===== config.mk =====
export PLATFORM = sky130hd
export DESIGN_NAME = serial_word_adder
export DESIGN_NICKNAME = d
export VERILOG_FILES = /design/src/rtl/serial_add_pkg.sv /design/src/rtl/serial_add_digit.sv /design/src/rtl/serial_word_adder.sv
export SDC_FILE = /design/constraint.sdc
export NUM_CORES = 1
export LEC_CHECK = 0
export CORE_ASPECT_RATIO = 1.75
export CORE_UTILIZATION = 50
export DETAILED_ROUTE_END_ITERATION = 8
export GPL_TIMING_DRIVEN = 0
export PLACE_DENSITY = 0.82
export SLEW_MARGIN = 20
export SYNTH_ARGS = -nofsm -noshare
export SYNTH_HDL_FRONTEND = slang
export SYNTH_SLANG_ARGS = --single-unit

===== constraint.sdc =====
create_clock -name clk -period 7.5 [get_ports clk]
set_input_delay 1.5 -clock clk [delete_from_list [all_inputs] [get_ports clk]]
set_output_delay 1.5 -clock clk [all_outputs]
set_load 0.01 [all_outputs]

===== src/rtl/serial_add_pkg.sv =====
// rtl/serial_add_pkg.sv - shared FSM encoding and sizing helper for the serial word adder
package serial_add_pkg;

    localparam logic [1:0] ST_IDLE = 2'd0;
    localparam logic [1:0] ST_RUN  = 2'd1;
    localparam logic [1:0] ST_DONE = 2'd2;

    // Digit index width; a single-digit word still needs a one-bit index register.
    function automatic int idx_width(input int n);
        return (n > 1) ? $clog2(n) : 1;
    endfunction

endpackage


===== src/rtl/serial_add_digit.sv =====
// rtl/serial_add_digit.sv - combinational DIGIT_W-bit adder slice with carry into its MSB
module serial_add_digit #(
    parameter int DIGIT_W = 1
) (
    input  logic [DIGIT_W-1:0] a,
    input  logic [DIGIT_W-1:0] b,
    input  logic               ci,
    output logic [DIGIT_W-1:0] s,
    output logic               co,
    output logic               c_msb
);

    logic [DIGIT_W:0] full;

    always_comb begin
        full  = {1'b0, a} + {1'b0, b} + {{DIGIT_W{1'b0}}, ci};
        s     = full[DIGIT_W-1:0];
        co    = full[DIGIT_W];
        // Carry entering the top bit falls out of that bit's sum equation.
        c_msb = s[DIGIT_W-1] ^ a[DIGIT_W-1] ^ b[DIGIT_W-1];
    end

endmodule


===== src/rtl/serial_word_adder.sv =====
// rtl/serial_word_adder.sv - digit-serial add/subtract with valid/ready operand and result handshakes
import serial_add_pkg::*;

module serial_word_adder #(
    parameter int WORD_W  = 16,
    parameter int DIGIT_W = 1
) (
    input  logic               clk,
    input  logic               reset,
    input  logic               in_valid,
    output logic               in_ready,
    input  logic [WORD_W-1:0]  a,
    input  logic [WORD_W-1:0]  b,
    input  logic               cin,
    input  logic               sub,
    output logic               dig_valid,
    output logic [DIGIT_W-1:0] dig_sum,
    output logic               res_valid,
    input  logic               res_ready,
    output logic [WORD_W-1:0]  sum,
    output logic               cout,
    output logic               ovf
);

    localparam int N     = WORD_W / DIGIT_W;
    localparam int IDX_W = idx_width(N);

    generate
        if ((WORD_W < 1) || (DIGIT_W < 1) || ((WORD_W % DIGIT_W) != 0)) begin : g_bad_params
            $error("serial_word_adder: DIGIT_W must divide WORD_W");
        end
    endgenerate

    logic [1:0]         state_q, state_d;
    logic [IDX_W-1:0]   idx_q, idx_d;
    logic [WORD_W-1:0]  a_q, a_d;
    logic [WORD_W-1:0]  b_q, b_d;
    logic [WORD_W-1:0]  sum_q, sum_d;
    logic               carry_q, carry_d;
    logic               cout_q, cout_d;
    logic               ovf_q, ovf_d;

    logic [DIGIT_W-1:0] a_dig, b_dig, s_dig;
    logic               co_dig, cmsb_dig;
    logic               last_dig;

    always_comb begin
        a_dig    = a_q[idx_q * DIGIT_W +: DIGIT_W];
        b_dig    = b_q[idx_q * DIGIT_W +: DIGIT_W];
        last_dig = (idx_q == IDX_W'(N - 1));
    end

    serial_add_digit #(.DIGIT_W(DIGIT_W)) u_digit (
        .a     (a_dig),
        .b     (b_dig),
        .ci    (carry_q),
        .s     (s_dig),
        .co    (co_dig),
        .c_msb (cmsb_dig)
    );

    always_comb begin
        state_d = state_q;
        idx_d   = idx_q;
        a_d     = a_q;
        b_d     = b_q;
        sum_d   = sum_q;
        carry_d = carry_q;
        cout_d  = cout_q;
        ovf_d   = ovf_q;
        case (state_q)
            ST_IDLE: begin
                if (in_valid) begin
                    // Subtraction is a + ~b + 1 - cin, so the borrow-in inverts into the carry.
                    a_d     = a;
                    b_d     = b ^ {WORD_W{sub}};
                    carry_d = cin ^ sub;
                    idx_d   = '0;
                    state_d = ST_RUN;
                end
            end
            ST_RUN: begin
                carry_d = co_dig;
                sum_d[idx_q * DIGIT_W +: DIGIT_W] = s_dig;
                idx_d   = idx_q + 1'b1;
                if (last_dig) begin
                    cout_d  = co_dig;
                    ovf_d   = cmsb_dig ^ co_dig;
                    state_d = ST_DONE;
                end
            end
            ST_DONE: begin
                if (res_ready) begin
                    state_d = ST_IDLE;
                end
            end
            default: state_d = ST_IDLE;
        endcase
    end

    always_ff @(posedge clk) begin
        if (reset) begin
            state_q <= ST_IDLE;
            idx_q   <= '0;
            a_q     <= '0;
            b_q     <= '0;
            sum_q   <= '0;
            carry_q <= 1'b0;
            cout_q  <= 1'b0;
            ovf_q   <= 1'b0;
        end else begin
            state_q <= state_d;
            idx_q   <= idx_d;
            a_q     <= a_d;
            b_q     <= b_d;
            sum_q   <= sum_d;
            carry_q <= carry_d;
            cout_q  <= cout_d;
            ovf_q   <= ovf_d;
        end
    end

    always_comb begin
        in_ready  = (state_q == ST_IDLE);
        dig_valid = (state_q == ST_RUN);
        res_valid = (state_q == ST_DONE);
        dig_sum   = dig_valid ? s_dig : '0;
        sum       = sum_q;
        cout      = cout_q;
        ovf       = ovf_q;
    end

endmodule


## After elaboration in Yosys (flattened, before gate mapping)

Cells that the tools add are included.

- Add/sub/neg operators: 4
- Eq/ne operators: 6
- Shift operators: 4
- Muxes and demuxes: 10
- Bitwise logic cells: 5
- Reductions and logical operators: 6

Operators with widths:

| operator | count |
|---|---|
| $neg A4 Y34 | 1 |
| $shift A1 B34 Y16 const A | 1 |
| $shiftx A1 B34 Y16 | 1 |
| $shiftx A16 B5 Y1 | 2 |
| $bwmux W16 | 1 |
| $xor A16 B16 Y16 | 1 |
| $pmux W4 S2 | 1 |
| $mux W2 | 3 |
| $pmux W2 S3 | 1 |
| $reduce_and A2 Y1 | 3 |
| $add A4 B1 Y4 const B | 1 |
| $eq A4 B4 Y1 const B | 1 |
| $mux W4 | 1 |
| $ne A2 B1 Y1 const B | 2 |
| $xor A1 B1 Y1 | 4 |
| $reduce_and A3 Y1 | 1 |
| $add A1 B1 Y2 | 1 |
| $add A2 B1 Y2 | 1 |
| $eq A2 B1 Y1 const B | 1 |
| $eq A2 B2 Y1 const B | 1 |
| $logic_not A2 Y1 | 1 |
| $mux W1 | 2 |
| $ne A2 B2 Y1 const B | 1 |
| $pmux W1 S2 | 1 |
| $reduce_bool A2 Y1 | 1 |

- Bits in registers: 57
- Bits of input ports: 38
- Output and inout port bits: 22
- Logic and storage cells: 43

## Depth between registers and ports, before layout

- Depth after elaboration: 6
- Mapped depth: 10
- Depth with buffers taken out: 8

## Hierarchy

From an unflattened synthesis, not the netlist that was laid out.

- Cell total of the unflattened synthesis: 321
- Area total of the unflattened synthesis: 2831.5 µm²

Modules (own cells, without submodules):

| module | instances | cells each | area an instance (µm²) | sequential area each (µm²) |
|---|---|---|---|---|
| serial_word_adder | 1 | 319 | 2787.7 | 1141.1 |
| serial_add_digit | 1 | 2 | 43.8 | 0.0 |

## Worst setup path after synthesis

No wires, ideal clock.

- Kind: register to output
- Start point: register idx_q[0]
- End point: output port dig_sum
- Arrival time: 2378 ps
- Data required time: 6000 ps
- Slack: 3622 ps
- Stages on the path, launching flop included: 7
- Buffers on the path: 2
- Path through: dfxtp_1 -> buf_6 -> buf_2 -> mux4_2 -> mux4_2 -> fa_1 -> and2_1

- Word-level cells in the longest chain between the ends: 4
- Elaborated cells on any way between the ends: 5
- Those cells by class: add/sub: 2; shift: 2; mux: 1

RTL lines:

| what | line | source |
|---|---|---|
| start: declaration | serial_word_adder.sv:35 | `logic [IDX_W-1:0] idx_q, idx_d;` |
| start signal: assignment | serial_word_adder.sv:113 | `idx_q <= idx_d;` |
| $shiftx A16 B5 Y1 (on tied branches) | serial_word_adder.sv:48, serial_word_adder.sv:49 |  |
| $add A1 B1 Y2 * | serial_add_digit.sv:16 | `full = {1'b0, a} + {1'b0, b} + {{DIGIT_W{1'b0}}, ci};` |
| $add A2 B1 Y2 * | serial_add_digit.sv:16 |  |
| $mux W1 * | serial_word_adder.sv:127 | `dig_sum = dig_valid ? s_dig : '0;` |
| end: declaration | serial_word_adder.sv:17 | `output logic [DIGIT_W-1:0] dig_sum,` |

Every way passes the cells marked *; elsewhere a longest branch is shown, timed or not.

## Final worst setup path

Ends and elaborated chain as after synthesis.

==> qor.csv <==
stage,metric,value,unit
outcome,outcome,finished clean,
floorplan,die span in y,102,µm
timing,RSZ-0062 raised after global routing,no,
grt,vias in the first global route,2437,
timing,fin crit share,0.659,
clock_tree,Clock Sinks,57,
setup_path,reg2reg start,idx_q[0],
yosys,largest area contributor in the netlist,dfxtp_1,
timing,Layout Skew,0.00622,ns
floorplan,full die area,0.00600,mm²
setup_path,Worst R2R Setup Slack,4.14,ns
timing,setup TNS,0,ns
yosys,Adder-Cell Fraction of Synth Area,0.0247,
placement,Post-Place Cell Area,0.00351,mm²
hold_path,hold wc startpoint,a_q[3],
timing,final-report max-slew violation count,0,
clock_tree,Clock Tree Buf Depth,2,
layout,Area growth syn-to-layout,30.7,%
floorplan,total core area,0.00554,mm²
placement,placer congestion estimate,0.875,
setup_path,R2R Path End,sum[5],
setup_path,Critical Path Sink Type,primary output,
yosys,number of synthesized register bits,57,
routing,Vias/cell,5.41,
yosys,largest family of logic cells by synthesized area,simple AND/OR/NAND/NOR gates,
hold_path,Worst Hold Endpoint,a_q[3],
clock_tree,CTS root buf,clkbuf_8,
pwr,VDD IR-drop max,0.142,mV
timing,Slew Limit Headroom,0.458,
yosys,synth unique cells,39,
yosys,Post-Synthesis Cells,323,
grt,pin count of the biggest net entering global routing,11,
placement,count of input and output buffers,58,
flow_run,Max Cap Viol,0,
yosys,Post-Synth XOR/XNOR Area,0.0586,
floorplan,I/O Pins,60,
grt,initial antenna violation count,0,
pwr,power density over the cells,195,mW/mm²
grt,grt ovf,0,
timing,final setup fails,0,
layout,NumNets Final,435,
yosys,top post-synthesis cells by area,"dfxtp_1 40%, nand2_1 8.5%, a21oi_1 6.3%",
routing,WL final,6420,µm
clock_tree,TritonCTS clock tree,yes,
layout,layout cells sized above 1,0.0934,
floorplan,Die Wd,59.0,µm
yosys,Syn Area/Cell,8.79,µm²
layout,diode count,0,
layout,Final Cell Area,0.00371,mm²
hold_path,worst min path class,reg -> reg,
clock_tree,Worst-path clk slew,0.06,ns
layout,Layout Cells excl Fill,472,
yosys,Mapped Area,0.00284,mm²
routing,DR vias,2553,
routing,Post-DRT Antenna Nets,0,
pwr,leakage,1.34,nW
timing,Worst-Margin Slew,0.806,ns
yosys,sequential-to-total area share from yosys stat,0.402,
placement,Placed Cells,457,
yosys,YS warnings,0,
yosys,Post-Synth Simple-Gate Area,0.200,
setup_path,CP Class,reg -> out,
clock_tree,post-cts resize count,0,
floorplan,Initial Util,0.512,
yosys,Compound-Gate Fraction of Synth Area,0.166,
routing,Post-route DRC,0,
placement,post-DP HPWL,4810,µm
setup_path,Worst EP arrival,3.45,ns
setup_path,CP max FO,10,
clock_tree,Skew-Pair Late Insertion Delay,0.34,ns
routing,DR pass1 iterations,4,
clock_tree,setup repair bufs after CTS,0,
yosys,Synthesized Nets,366,
grt,first-pass GRT wire length,10700,µm
setup_path,Crit path required time,6.00,ns
setup_path,Setup crit start kind,flop,
routing,drt wl/cell,13.6,µm
timing,"Hold Vio Cnt, Final",0,
timing,min Tclk post-route,4.95,ns
yosys,post-synth top area share,0.402,
layout,# fillers,484,
grt,GRT Total Usage,0.238,
setup_path,r2r worst-path depth,10,
floorplan,Site Rows,36,
hold_path,WHS Path Cells,2,
clock_tree,H-tree Lvls,3,
yosys,mux share of post-synthesis cell area,0.103,
routing,drt initial violations,134,
clock_tree,"Hold-fix buffers, CTS",0,
clock_tree,CTS buffer count,9,
timing,Achievable Freq,202,MHz
==> routing by layer <==
metal  wire (µm)  track usage
met5           0            0
met4         191        0.178
met3         298       0.0549
met2        3520        0.413
met1        2410        0.241
==> power by group <==
| part | total [W] | switching [W] | internal [W] |
|---|---|---|---|
| Combinational | 0.000111 | 0.0000561 | 0.0000550 |
| Clock | 0.000287 | 0.000119 | 0.000169 |
| Sequential | 0.000325 | 0.00000752 | 0.000317 |
| Total | 0.000723 | 0.000182 | 0.000541 |
==> cells in the mapped netlist <==
cell,n
nand2_1,64
dfxtp_1,57
a21oi_1,36
nor2_1,28
xnor2_1,18
a211oi_1,16
nand3_1,14
buf_2,9
clkbuf_1,9
mux2i_1,7
inv_1,6
and2_1,5
mux4_1,5
nor3_1,5
ha_1,4
mux4_2,4
buf_1,3
nand2b_1,3
nand4_1,3
o21ai_0,3
a2111oi_2,2
a2111oi_4,2
a211oi_2,2
clkinv_1,2
nor2b_1,2
a221o_2,1
a221oi_1,1
and3_1,1
buf_6,1
fa_1,1
nand3b_1,1
nand4b_1,1
nor2_2,1
nor4_1,1
o2111ai_1,1
o21bai_1,1
o311a_1,1
or4b_2,1
xor2_1,1
==> registers in the layout, indices dropped and copies added, names as in the netlist <==
name	count
a_q	16
b_q	16
sum	16
idx_q	4
state_q	2
carry_q	1
cout	1
ovf	1
==> stage by stage <==
| stage | hold WS, ns | setup slack (ns) | utilization | total power, W |
|---|---|---|---|---|
| after floorplan | 0.428 | 3.62 | - | 0.000400 |
| after global placement | 0.438 | 2.93 | 0.634 | 0.000439 |
| after detailed placement | 0.442 | 2.92 | 0.634 | 0.000442 |
| after CTS | 0.451 | 2.55 | 0.670 | 0.000724 |
| after global routing | 0.465 | 2.43 | 0.670 | 0.000756 |
| final | 0.450 | 2.55 | 0.670 | 0.000723 |
==> layout by cell type (no fill, tap or decap), types with 3 or more instances in the layout <==
master and n:
nand4_1 3, mux2i_1 7, a21oi_1 36, nand2b_1 3, dfxtp_1 57, clkbuf_8 11
inv_1 6, clkdlybuf4s50_1 58, nor3_1 5, o21ai_0 3, nor2_1 28, a211oi_1 16
ha_1 4, clkbuf_1 10, mux4_1 5, buf_2 9, xnor2_1 18, and2_1 5
nand2_1 64, nand3_1 14, buf_1 3, mux4_2 4
==> worst max path at each step <==
stage             start  endpoint  depth (start not counted)
6_report       idx_q[0]   dig_sum                          7
5_1_grt        idx_q[0]   dig_sum                          7
4_1_cts        idx_q[0]   dig_sum                          7
3_5_place_dp   idx_q[0]   dig_sum                          7
3_3_place_gp   idx_q[0]   dig_sum                          7
2_1_floorplan  idx_q[0]   dig_sum                          6
==> critical path, stage by stage, from the launching register on <==
cell and delay [ns]:
dfxtp_1 0.35, buf_6 0.16, buf_2 0.30, mux4_2 0.55, mux4_2 0.47, fa_1 0.60
and2_1 0.15, clkdlybuf4s50_1 0.53
==> final cells by class <==
class	count	area [µm²]	area share
Sequential cell	57	1140	0.308
Tap cell	76	95.1	0.0256
Multi-Input combinational cell	236	1570	0.422
Buffer	22	101	0.0273
Clock buffer	12	155	0.0418
Clock inverter	3	40.0	0.0108
Inverter	8	30.0	0.00809
Timing Repair Buffer	58	581	0.156
==> logic make-up (layout without fill, tap and decap cells) <==
group,after synthesis,after routing
compound gates,66,66
xor+xnor,19,19
fa+ha+maj,5,5
buf+inv,30,103
flops,57,57
mux,16,16
simple gates,130,130
(Power assumes the default switching activity.)
